<file path="src/rtl/dsp_mac_sequencer.sv">
// Job controller for a DSP48A1 slice: streams a dot-product job into the slice and returns the 48-bit sum.
// A tag pipeline mirrors slice latency, so OPMODE/CEP line up with the operands they belong to.
module dsp_mac_sequencer #(
  parameter int LEN_W   = 16,
  parameter int OP_LAG  = 1,
  parameter int CEP_LAG = 2,
  parameter int P_LAG   = 3
) (
  input  logic             clk,
  input  logic             rst_n,
  input  logic             start,
  input  logic [LEN_W-1:0] len,
  output logic             busy,
  input  logic             in_valid,
  output logic             in_ready,
  input  logic [17:0]      in_a,
  input  logic [17:0]      in_b,
  output logic [17:0]      dsp_a,
  output logic [17:0]      dsp_b,
  output logic             dsp_cea,
  output logic             dsp_ceb,
  output logic             dsp_cem,
  output logic [7:0]       dsp_opmode,
  output logic             dsp_cep,
  input  logic [47:0]      dsp_p,
  output logic [47:0]      result,
  output logic             result_valid
);

  typedef enum logic [1:0] {IDLE, FEED, DRAIN, DONE} state_t;

  typedef struct packed {
    logic valid;
    logic first;
    logic last;
  } tag_t;

  localparam logic [7:0] OPMODE_NONE  = 8'h00;
  localparam logic [7:0] OPMODE_FIRST = 8'h01;
  localparam logic [7:0] OPMODE_ACC   = 8'h09;

  state_t           state, state_next;
  logic [LEN_W-1:0] count;
  logic             first_pending;
  tag_t             tag_pipe [1:P_LAG];
  tag_t             tag_in;
  logic             accept;
  logic             last_beat;
  logic             capture;
  logic             job_start;

  assign dsp_a   = in_a;
  assign dsp_b   = in_b;
  assign dsp_cea = 1'b1;
  assign dsp_ceb = 1'b1;
  assign dsp_cem = 1'b1;

  assign job_start = (state == IDLE) && start;
  assign accept    = in_valid && in_ready;
  assign last_beat = accept && (count == LEN_W'(1));
  assign capture   = tag_pipe[P_LAG].valid && tag_pipe[P_LAG].last;

  assign tag_in.valid = accept;
  assign tag_in.first = accept && first_pending;
  assign tag_in.last  = last_beat;

  always_ff @(posedge clk or negedge rst_n) begin
    if (!rst_n) state <= IDLE;
    else        state <= state_next;
  end

  always_comb begin
    state_next = state;
    case (state)
      IDLE:    if (start) state_next = (len == '0) ? DONE : FEED;
      FEED:    if (last_beat) state_next = DRAIN;
      DRAIN:   if (capture) state_next = DONE;
      DONE:    state_next = IDLE;
      default: state_next = IDLE;
    endcase
  end

  // First tag selects Z=0 so the slice's unreset P register never leaks into a new job.
  always_comb begin
    busy         = (state != IDLE);
    in_ready     = (state == FEED);
    result_valid = (state == DONE);
    dsp_cep      = tag_pipe[CEP_LAG].valid;
    dsp_opmode   = OPMODE_NONE;
    if (tag_pipe[OP_LAG].valid)
      dsp_opmode = tag_pipe[OP_LAG].first ? OPMODE_FIRST : OPMODE_ACC;
  end

  always_ff @(posedge clk or negedge rst_n) begin
    if (!rst_n) begin
      count         <= '0;
      first_pending <= 1'b0;
      result        <= '0;
      for (int i = 1; i <= P_LAG; i++) tag_pipe[i] <= '0;
    end else begin
      if (job_start) begin
        count         <= len;
        first_pending <= 1'b1;
      end else if (accept) begin
        count         <= count - LEN_W'(1);
        first_pending <= 1'b0;
      end
      tag_pipe[1] <= tag_in;
      for (int i = 2; i <= P_LAG; i++) tag_pipe[i] <= tag_pipe[i-1];
      if (job_start && (len == '0))
        result <= '0;
      else if ((state == DRAIN) && capture)
        result <= dsp_p;
    end
  end

endmodule

</file>
<file path="config.mk">
export PLATFORM = sky130hd
export DESIGN_NAME = dsp_mac_sequencer
export DESIGN_NICKNAME = d
export VERILOG_FILES = /design/src/rtl/dsp_mac_sequencer.sv
export SDC_FILE = /design/constraint.sdc
export NUM_CORES = 1
export LEC_CHECK = 0
export BUFFER_PORTS_ARGS = -buffer_cell sky130_fd_sc_hd__buf_2
export CORE_MARGIN = 1.5
export CORE_UTILIZATION = 45
export CTS_CLUSTER_DIAMETER = 100
export DETAILED_ROUTE_END_ITERATION = 10
export HOLD_SLACK_MARGIN = 0.15
export PLACE_DENSITY = 0.81
export SLEW_MARGIN = 0
export SYNTH_ARGS = -nofsm -noshare
export SYNTH_HDL_FRONTEND = slang
export SYNTH_SLANG_ARGS = --single-unit
</file>
<file path="constraint.sdc">
create_clock -name clk -period 2.23 [get_ports clk]
set_input_delay 0.446 -clock clk [delete_from_list [all_inputs] [get_ports clk]]
set_output_delay 0.446 -clock clk [all_outputs]
set_load 0.01 [all_outputs]
</file>
# Word level (Yosys, flattened, before mapping)
# Index checks and enable logic that the tools add are counted.
dict set report totals {
  reg_bits 74
  in_bits 104
  out_inout_bits 99
  elab_cells 45
}
dict set report classes {
  n_addsub 1
  n_eq_ne 7
  muxes 13
  reduce_logical 13
}
# operator n
set ops {}
lappend ops {{2-to-1 mux 48 bit} 2}
lappend ops {{2-to-1 mux 16 bit} 2}
lappend ops {{equality test 16 x 1 -> 1 bit (second input constant)} 1}
lappend ops {{logical NOT 16 bit} 1}
lappend ops {{subtractor 16 x 1 -> 16 bit (second input constant)} 1}
lappend ops {{2-to-1 mux 2 bit} 4}
lappend ops {{2-to-1 mux 4 bit} 2}
lappend ops {{case mux 2 bit (4 select lines)} 1}
lappend ops {{logical AND 1 bit} 7}
lappend ops {{nonzero test 2 bit} 3}
lappend ops {{equality test 2 bit (second input constant)} 2}
lappend ops {{inequality test 2 bit (second input constant)} 2}
lappend ops {{AND reduction 3 bit} 1}
lappend ops {{equality test 2 x 1 -> 1 bit (second input constant)} 1}
lappend ops {{logical NOT 2 bit} 1}
lappend ops {{2-to-1 mux 1 bit} 2}
lappend ops {{inequality test 2 x 1 -> 1 bit (second input constant)} 1}

# Depth between registers and ports, before layout
# Gate-level depths: netlist of the first run.
dict set report logic_depth {
  word_depth 5
  mapped_depth 7
  ltp_nobuf 6
}

# Worst setup path before layout of the first run
# No wires, ideal clock.
dict set report synth_path {
  path_kind {register to register}
  from {register state[1]}
  to {register state[1]}
  setup_ns 0.125
  arrival_time_ns 1.733
  slack_ns 0.372
  stages_incl_launch_ff 8
  path_buffers 1
  synth_period_minus_slack_ns 1.858
  path_cell_list {dfrtp_1 inv_1 ha_1 and3b_1 buf_4 a41oi_2 or3b_4 mux2i_1}
}
dict set report synth_between {
  elab_chain_cells 5
  elab_cells_between_ends 11
  cone_classes {eq/ne: 6; mux: 1; reduce/logical: 4}
}
# element line_no
set synth_lines {}
lappend synth_lines {{start, declared} 42} ;# state_t state, state_next;
lappend synth_lines {{start signal, assigned} 69} ;# else state <= state_next;
lappend synth_lines {{equality test 2 x 1 -> 1 bit (*)} 86} ;# in_ready = (state == FEED);
lappend synth_lines {{via in_ready} 15} ;# output logic in_ready,
lappend synth_lines {{logical AND 1 bit} 59} ;# assign accept = in_valid && in_ready;
lappend synth_lines {{logical AND 1 bit} 60} ;# assign last_beat = accept && (count == LEN_W'(1));
lappend synth_lines {{inequality test 2 x 1 -> 1 bit (no line)} --}
lappend synth_lines {{AND reduction 3 bit (no line)} --}
# Mark *: on every way through the listed nets, which the timed path passes. The rest lies on a longest branch.
# A chain may end at the register's enable or synchronous reset.

# Worst setup path after layout of the first run
dict set report layout_path {
  from {register state[1]}
  to {register state[1]}
}
dict set report layout_between {
  elab_chain_cells 5
  elab_cells_between_ends 11
  cone_classes {eq/ne: 6; mux: 1; reduce/logical: 4}
}
# element line_no
set layout_lines {}
lappend layout_lines {{equality test 2 x 1 -> 1 bit} {74, 86}}
lappend layout_lines {{logical AND 1 bit} 59}
lappend layout_lines {{logical AND 1 bit} 60}
lappend layout_lines {{inequality test 2 x 1 -> 1 bit (no line)} --}
lappend layout_lines {{AND reduction 3 bit (no line)} --}
# Parallel ways exist; a longest one is shown, timed or not.

==> metrics.cfg, run 1 <==
[outcome]
outcome=finished clean

[routing]
wl_met3_um=540
initialDrtViolationCount=134
route.met2.wl_mm=4.043
vias=2984
route.final.wire_length_mm=7.925
ant_nets=0
drc=0
met1_length_mm=3.246
top_layer=met4
wl_per_cell_um=13.34
vias_per_cell=5.024
drtPass1Iterations=4

[floorplan]
start_util=0.4694
die_x_um=93.25
core_mm2=0.007807
ios=203
dieArea_mm2=0.008695
fp.dieH_um=93.25
rows=32

[setup_path]
cp.required_ns=2.46
path_delay_family=simple AND/OR/NAND/NOR gates
cp_cell_sequence=inv_1 > ha_1 > and3b_1 > a41oi_2 > or3b_4 > mux2i_1
worst_path_largest_cell_delay_ns=0.43
cp-end-kind=flip-flop
critPathKind=flip-flop to flip-flop
crit_path_top_delay_cell=or3b_4
start_kind=flip-flop
worstPathArrival_ns=2.13
path_buf_inv=1
worst-path-max-fanout=8

[yosys]
ys_warn_count=0
synth_area_mm2=0.003665
postSynthAreaPerCell_um2=9.027
synth.ff_latch_count=74
synth_cell_types=35
synth_cells=406
ys_seq_area_frac=0.5053

[grt]
grt_pass1_vias=2864
track_usage=0.1891
antenna_found_initial=0
grt_max_degree=49
overflow=0
grt_pass1_wl_mm=12.88

[cells_and_area]
area_growth_pct=17.48
antenna_cells=0
final_util=0.5514
nets=598
multiInputGateArea_mm2=0.001390
final_cells=594
final_area_mm2=0.004305
register_area_mm2=0.001852
fillers=715
drive_gt1_frac=0.3110

[timing]
rsz0062_at_grt=false
period_share=0.8510
slew_violations=0
tns_ns=0
hold_violations=0
skew_ns=0.008222
worstMarginPinSlew_ns=0.5628
setup_viol=0
hold_ws_ns=0.3134
fmax_ghz=0.5269
max_slew_margin=0.6248
fin_crit_ns=1.898

[pwr]
vdd_ir_drop_max_mv=0.3485
power_density_mw_per_mm2=587.7
p_sw_w=0.0005809
p_int_w=0.001949
p_sw_frac=0.2296
power_frac_comb=0.041
p_leak_nw=2.107
seqPwrFrac=0.530
p_clk_frac=0.429

[run]
cap_violations=0

[placed_design]
dp_cells=577
portBuffers=121
place_hpwl_mm=5.788
finalWeightedCongestion=0.8291
place_area_mm2=0.004085

[clock_network]
h-tree-depth=3
numCtsBuffers=9
ctsResizeCount=0
cts_tree=built
clock_latency_ns=0.35
clock-root-buffer=clkbuf_8
clk_path_buf_depth=2
clk_pin_slew_worst_paths_ns=0.09
cts_sinks=74

[min_path]
hold_path_class=input port to flip-flop

==> cells in the mapped netlist, drive strengths merged <==
master    n  area share
and3      2      0.0034
and3b     1      0.0024
mux2      1      0.0031
nand2   104        0.11
nor3      4      0.0085
a41oi     1      0.0044
inv      10       0.010
dfrtp    74        0.51
o21ai     3      0.0041
nand2b    1      0.0017
xor2     10       0.024
or3b      1      0.0031
nor2     22       0.023
nor2b     2      0.0034
a31oi     4      0.0068
and4b     1      0.0027
a22oi     1      0.0020
buf      54        0.10
mux2i     1      0.0027
clkbuf   11       0.011
xnor2     2      0.0048
nor4      6       0.018
or3       4      0.0068
conb      2      0.0020
nand4     7       0.014
nand4b    1      0.0024
ha        7       0.024
o31ai     1      0.0020
a21oi    63       0.086
nand3     5      0.0068
==> kinds of logic after synthesis <==
| group | after synthesis | share of synthesized area |
|---|---|---|
| mux | 2 | 0.005804 |
| flops | 74 | 0.5053 |
| simple gates | 161 | 0.2025 |
| xor+xnor | 12 | 0.02868 |
| compound gates | 73 | 0.1055 |
| fa+ha+maj | 7 | 0.02390 |
| buf+inv | 75 | 0.1263 |
| other cells | 2 | 0.002049 |
==> routing by layer <==
metal / GRT usage / vias up
met5: 0 / -
met3: 0.05935 / 14
met1: 0.2172 / 1400
met2: 0.3303 / 127
li1: - / 1443
met4: 0.06566 / 0
==> worst paths after layout <==
check,from,endpoint,slack (ns),cells after the start
worst max-delay path,state[1],state[1],0.33,6
worst min-delay path,dsp_p[36],result[36],0.31,3
worst max register to register,state[1],state[1],0.33,6
worst min register to register,tag_pipe[3],tag_pipe[0],0.36,0
max in group asynchronous,rst_n,result[16],1.01,3
min in group asynchronous,rst_n,count[5],0.63,2
==> tightest hold or removal path: stages <==
cell and delay, ns:
buf_2 0.09, nand2_1 0.04, a21oi_1 0.05
==> power by group through the flow <==
stage          combinational [W]  sequential [W]  clock [W]
6_report                0.000104         0.00134    0.00109
4_1_cts                 0.000106         0.00134    0.00111
5_1_grt                 0.000118         0.00134    0.00118
2_1_floorplan          0.0000872         0.00137          0
3_3_place_gp            0.000103         0.00137          0
3_5_place_dp            0.000104         0.00137          0
==> per-stage QoR <==
step | worst slack (ns) | total power (W)
5_1_grt | 0.1995 | 0.002641
2_1_floorplan | 0.3715 | 0.001455
3_3_place_gp | 0.4348 | 0.001470
4_1_cts | 0.3335 | 0.002557
6_report | 0.3322 | 0.002530
3_5_place_dp | 0.3127 | 0.001472
==> what timing repair did <==
action,4_1_cts,5_1_grt
buffers inserted,0,0
hold buffers,1,0
hold endpoints to repair,42,0
==> final cells by class <==
type                       instances  share of cell area
inverter                          10            0.008718
clock inverter                     6             0.01686
tap                              102             0.02964
sequential                        74              0.4301
multi-input combinational        264              0.3229
timing repair buffer             128              0.1598
clock buffer                      10             0.03197
==> cell usage in the layout (no fill, tap or decap), types with 4 or more instances in the layout <==
cell type	netlist	routed
inv_1	10	10
clkbuf_8	0	10
buf_4	47	5
nor4_1	4	4
ha_1	7	7
buf_2	4	120
dfrtp_1	74	74
or3_1	4	4
a21oi_1	63	63
nand4_1	6	6
nand2_1	104	104
conb_1	2	9
nand3_1	5	4
xor2_1	10	10
a31oi_1	4	4
nor2_1	22	21
==> registers in the layout (all words and copies together) (netlist names) <==
name and count:
result 48, count 16, tag_pipe 6, state 2
dsp_cep 1, first_pending 1
(Power assumes the default switching activity.)
==> run 2, diff against run 1 <==
--- a/config.mk
+++ b/config.mk
@@ -7,11 +7,11 @@
 export LEC_CHECK = 0
 export BUFFER_PORTS_ARGS = -buffer_cell sky130_fd_sc_hd__buf_2
 export CORE_MARGIN = 1.5
-export CORE_UTILIZATION = 45
+export CORE_UTILIZATION = 48
 export CTS_CLUSTER_DIAMETER = 100
 export DETAILED_ROUTE_END_ITERATION = 10
 export HOLD_SLACK_MARGIN = 0.15
-export PLACE_DENSITY = 0.81
+export PLACE_DENSITY = 0.95
 export SLEW_MARGIN = 0
 export SYNTH_ARGS = -nofsm -noshare
 export SYNTH_HDL_FRONTEND = slang
==> constraint.sdc (replaced) <==
create_clock -name clk -period 2.2 [get_ports clk]
set_input_delay 0.44 -clock clk [delete_from_list [all_inputs] [get_ports clk]]
set_output_delay 0.44 -clock clk [all_outputs]
set_load 0.01 [all_outputs]
==> metrics.cfg, run 2 (synthesis gave the netlist of run 1 again) <==
[placed_design]
place_hpwl_mm=5.979
portBuffers=121
finalWeightedCongestion=0.8496

[setup_path]
crit_start=state[1]
worst-path-max-fanout=8
r2r_slack_ns=0.22
critPathKind=flip-flop to flip-flop
cp-end-kind=flip-flop
cp.required_ns=2.45
r2r_end=state[0]
start_kind=flip-flop
reg2reg_from=state[1]
worstPathArrival_ns=2.23
reg2reg_depth=6

[floorplan]
core_mm2=0.007331
ios=203
fp.dieH_um=90.38
rows=31
dieArea_mm2=0.008169
die_x_um=90.38
start_util=0.4999

[clock_network]
clk_path_buf_depth=2
clock_latency_ns=0.35
cts_hold_buffers=0
clk_pin_slew_worst_paths_ns=0.08
ctsResizeCount=0
clock-root-buffer=clkbuf_8
cts_sinks=74
numCtsBuffers=9
cts_setup_buffers=0
h-tree-depth=3
cts_tree=built

[pwr]
p_leak_nw=2.116
p_sw_w=0.0005953
power_frac_comb=0.036
p_int_w=0.002166
p_clk_frac=0.472
seqPwrFrac=0.492
power_density_mw_per_mm2=638.3
p_sw_frac=0.2156
vdd_ir_drop_max_mv=0.3915

[routing]
vias_per_cell=5.203
initialDrtViolationCount=124
wl_per_cell_um=14.39
route.final.wire_length_mm=8.489
ant_nets=0
drc=0
vias=3070
drtPass1Iterations=5

[cells_and_area]
final_util=0.5900
final_cell_mix=buf_2 (120), nand2_1 (104), dfrtp_1 (74)
nets=596
fillers=624
drive_gt1_frac=0.3102
reg_top3=result x48, count x16, tag_pipe x6
largest_register_ffs=48
layout_commonest_cell=buf_2
top_register=result
area_growth_pct=18.03

[timing]
rsz0062_at_grt=false
setup_viol=0
worstMarginPinSlew_ns=0.9097
hold_violations=0
period_share=0.8988
fin_crit_ns=1.977
skew_ns=0.01306
tns_ns=0
max_slew_margin=0.3935
fmax_ghz=0.5057
slew_violations=0

[grt]
grt_pass1_wl_mm=14.18
grt_max_degree=75
track_usage=0.2141
grt_pass1_vias=3109
antenna_found_initial=2
overflow=0

[min_path]
hold_path_class=input port to async pin

[run]
cap_violations=0

[outcome]
outcome=finished clean

==> run 2: area by class of cell <==
class,count,area [µm²],area share
Sequential cell,74,1852,0.4281
Clock inverter,7,125.1,0.02893
Multi-Input combinational cell,264,1390,0.3214
Tap cell,99,123.9,0.02864
Clock buffer,9,123.9,0.02864
Antenna cell,1,2.502,0.0005785
Timing Repair Buffer,126,670.6,0.1550
Inverter,10,37.54,0.008678
==> run 2: metal layers <==
layer  wire [µm]  track usage
met1        3354       0.2360
met2        4352       0.3857
met3         594      0.05976
met4         177      0.08862
met5          10            0
==> run 2: worst max path at each step <==
stage,end,slack [ns]
finish,state[0],0.22
global route,state[1],0.14
CTS,state[1],0.25
detailed placement,state[1],0.29
global placement,state[1],0.40
floorplan,state[1],0.34
==> run 2: power groups by stage <==
stage               clock, W  sequential (W)  combinational [W]
finish               0.00130         0.00136          0.0000986
global route         0.00138         0.00136           0.000113
CTS                  0.00133         0.00136          0.0000999
detailed placement         0         0.00139          0.0000994
global placement           0         0.00139          0.0000976
floorplan                  0         0.00139          0.0000884
==> run 2: per-stage QoR <==
stage                     hold WS (ns)  setup WS [ns]  total power, W  cell area, µm²  std cells
after detailed placement        0.3471         0.2918        0.001485            4074        573
after global placement          0.3384         0.4002        0.001483            4074        573
after CTS                       0.2546         0.2532        0.002787            4323        589
after floorplan                 0.1444         0.3415        0.001475            3691        413
after global routing            0.3169         0.1393        0.002849            4323        589
final                           0.2337         0.2226        0.002761            4325        590
==> run 2: critical path: stages (launching register included) <==
cell	delay (ns)
dfrtp_1	0.42
inv_1	0.13
ha_1	0.31
and3b_1	0.28
a41oi_2	0.14
or3b_4	0.44
a22oi_1	0.16
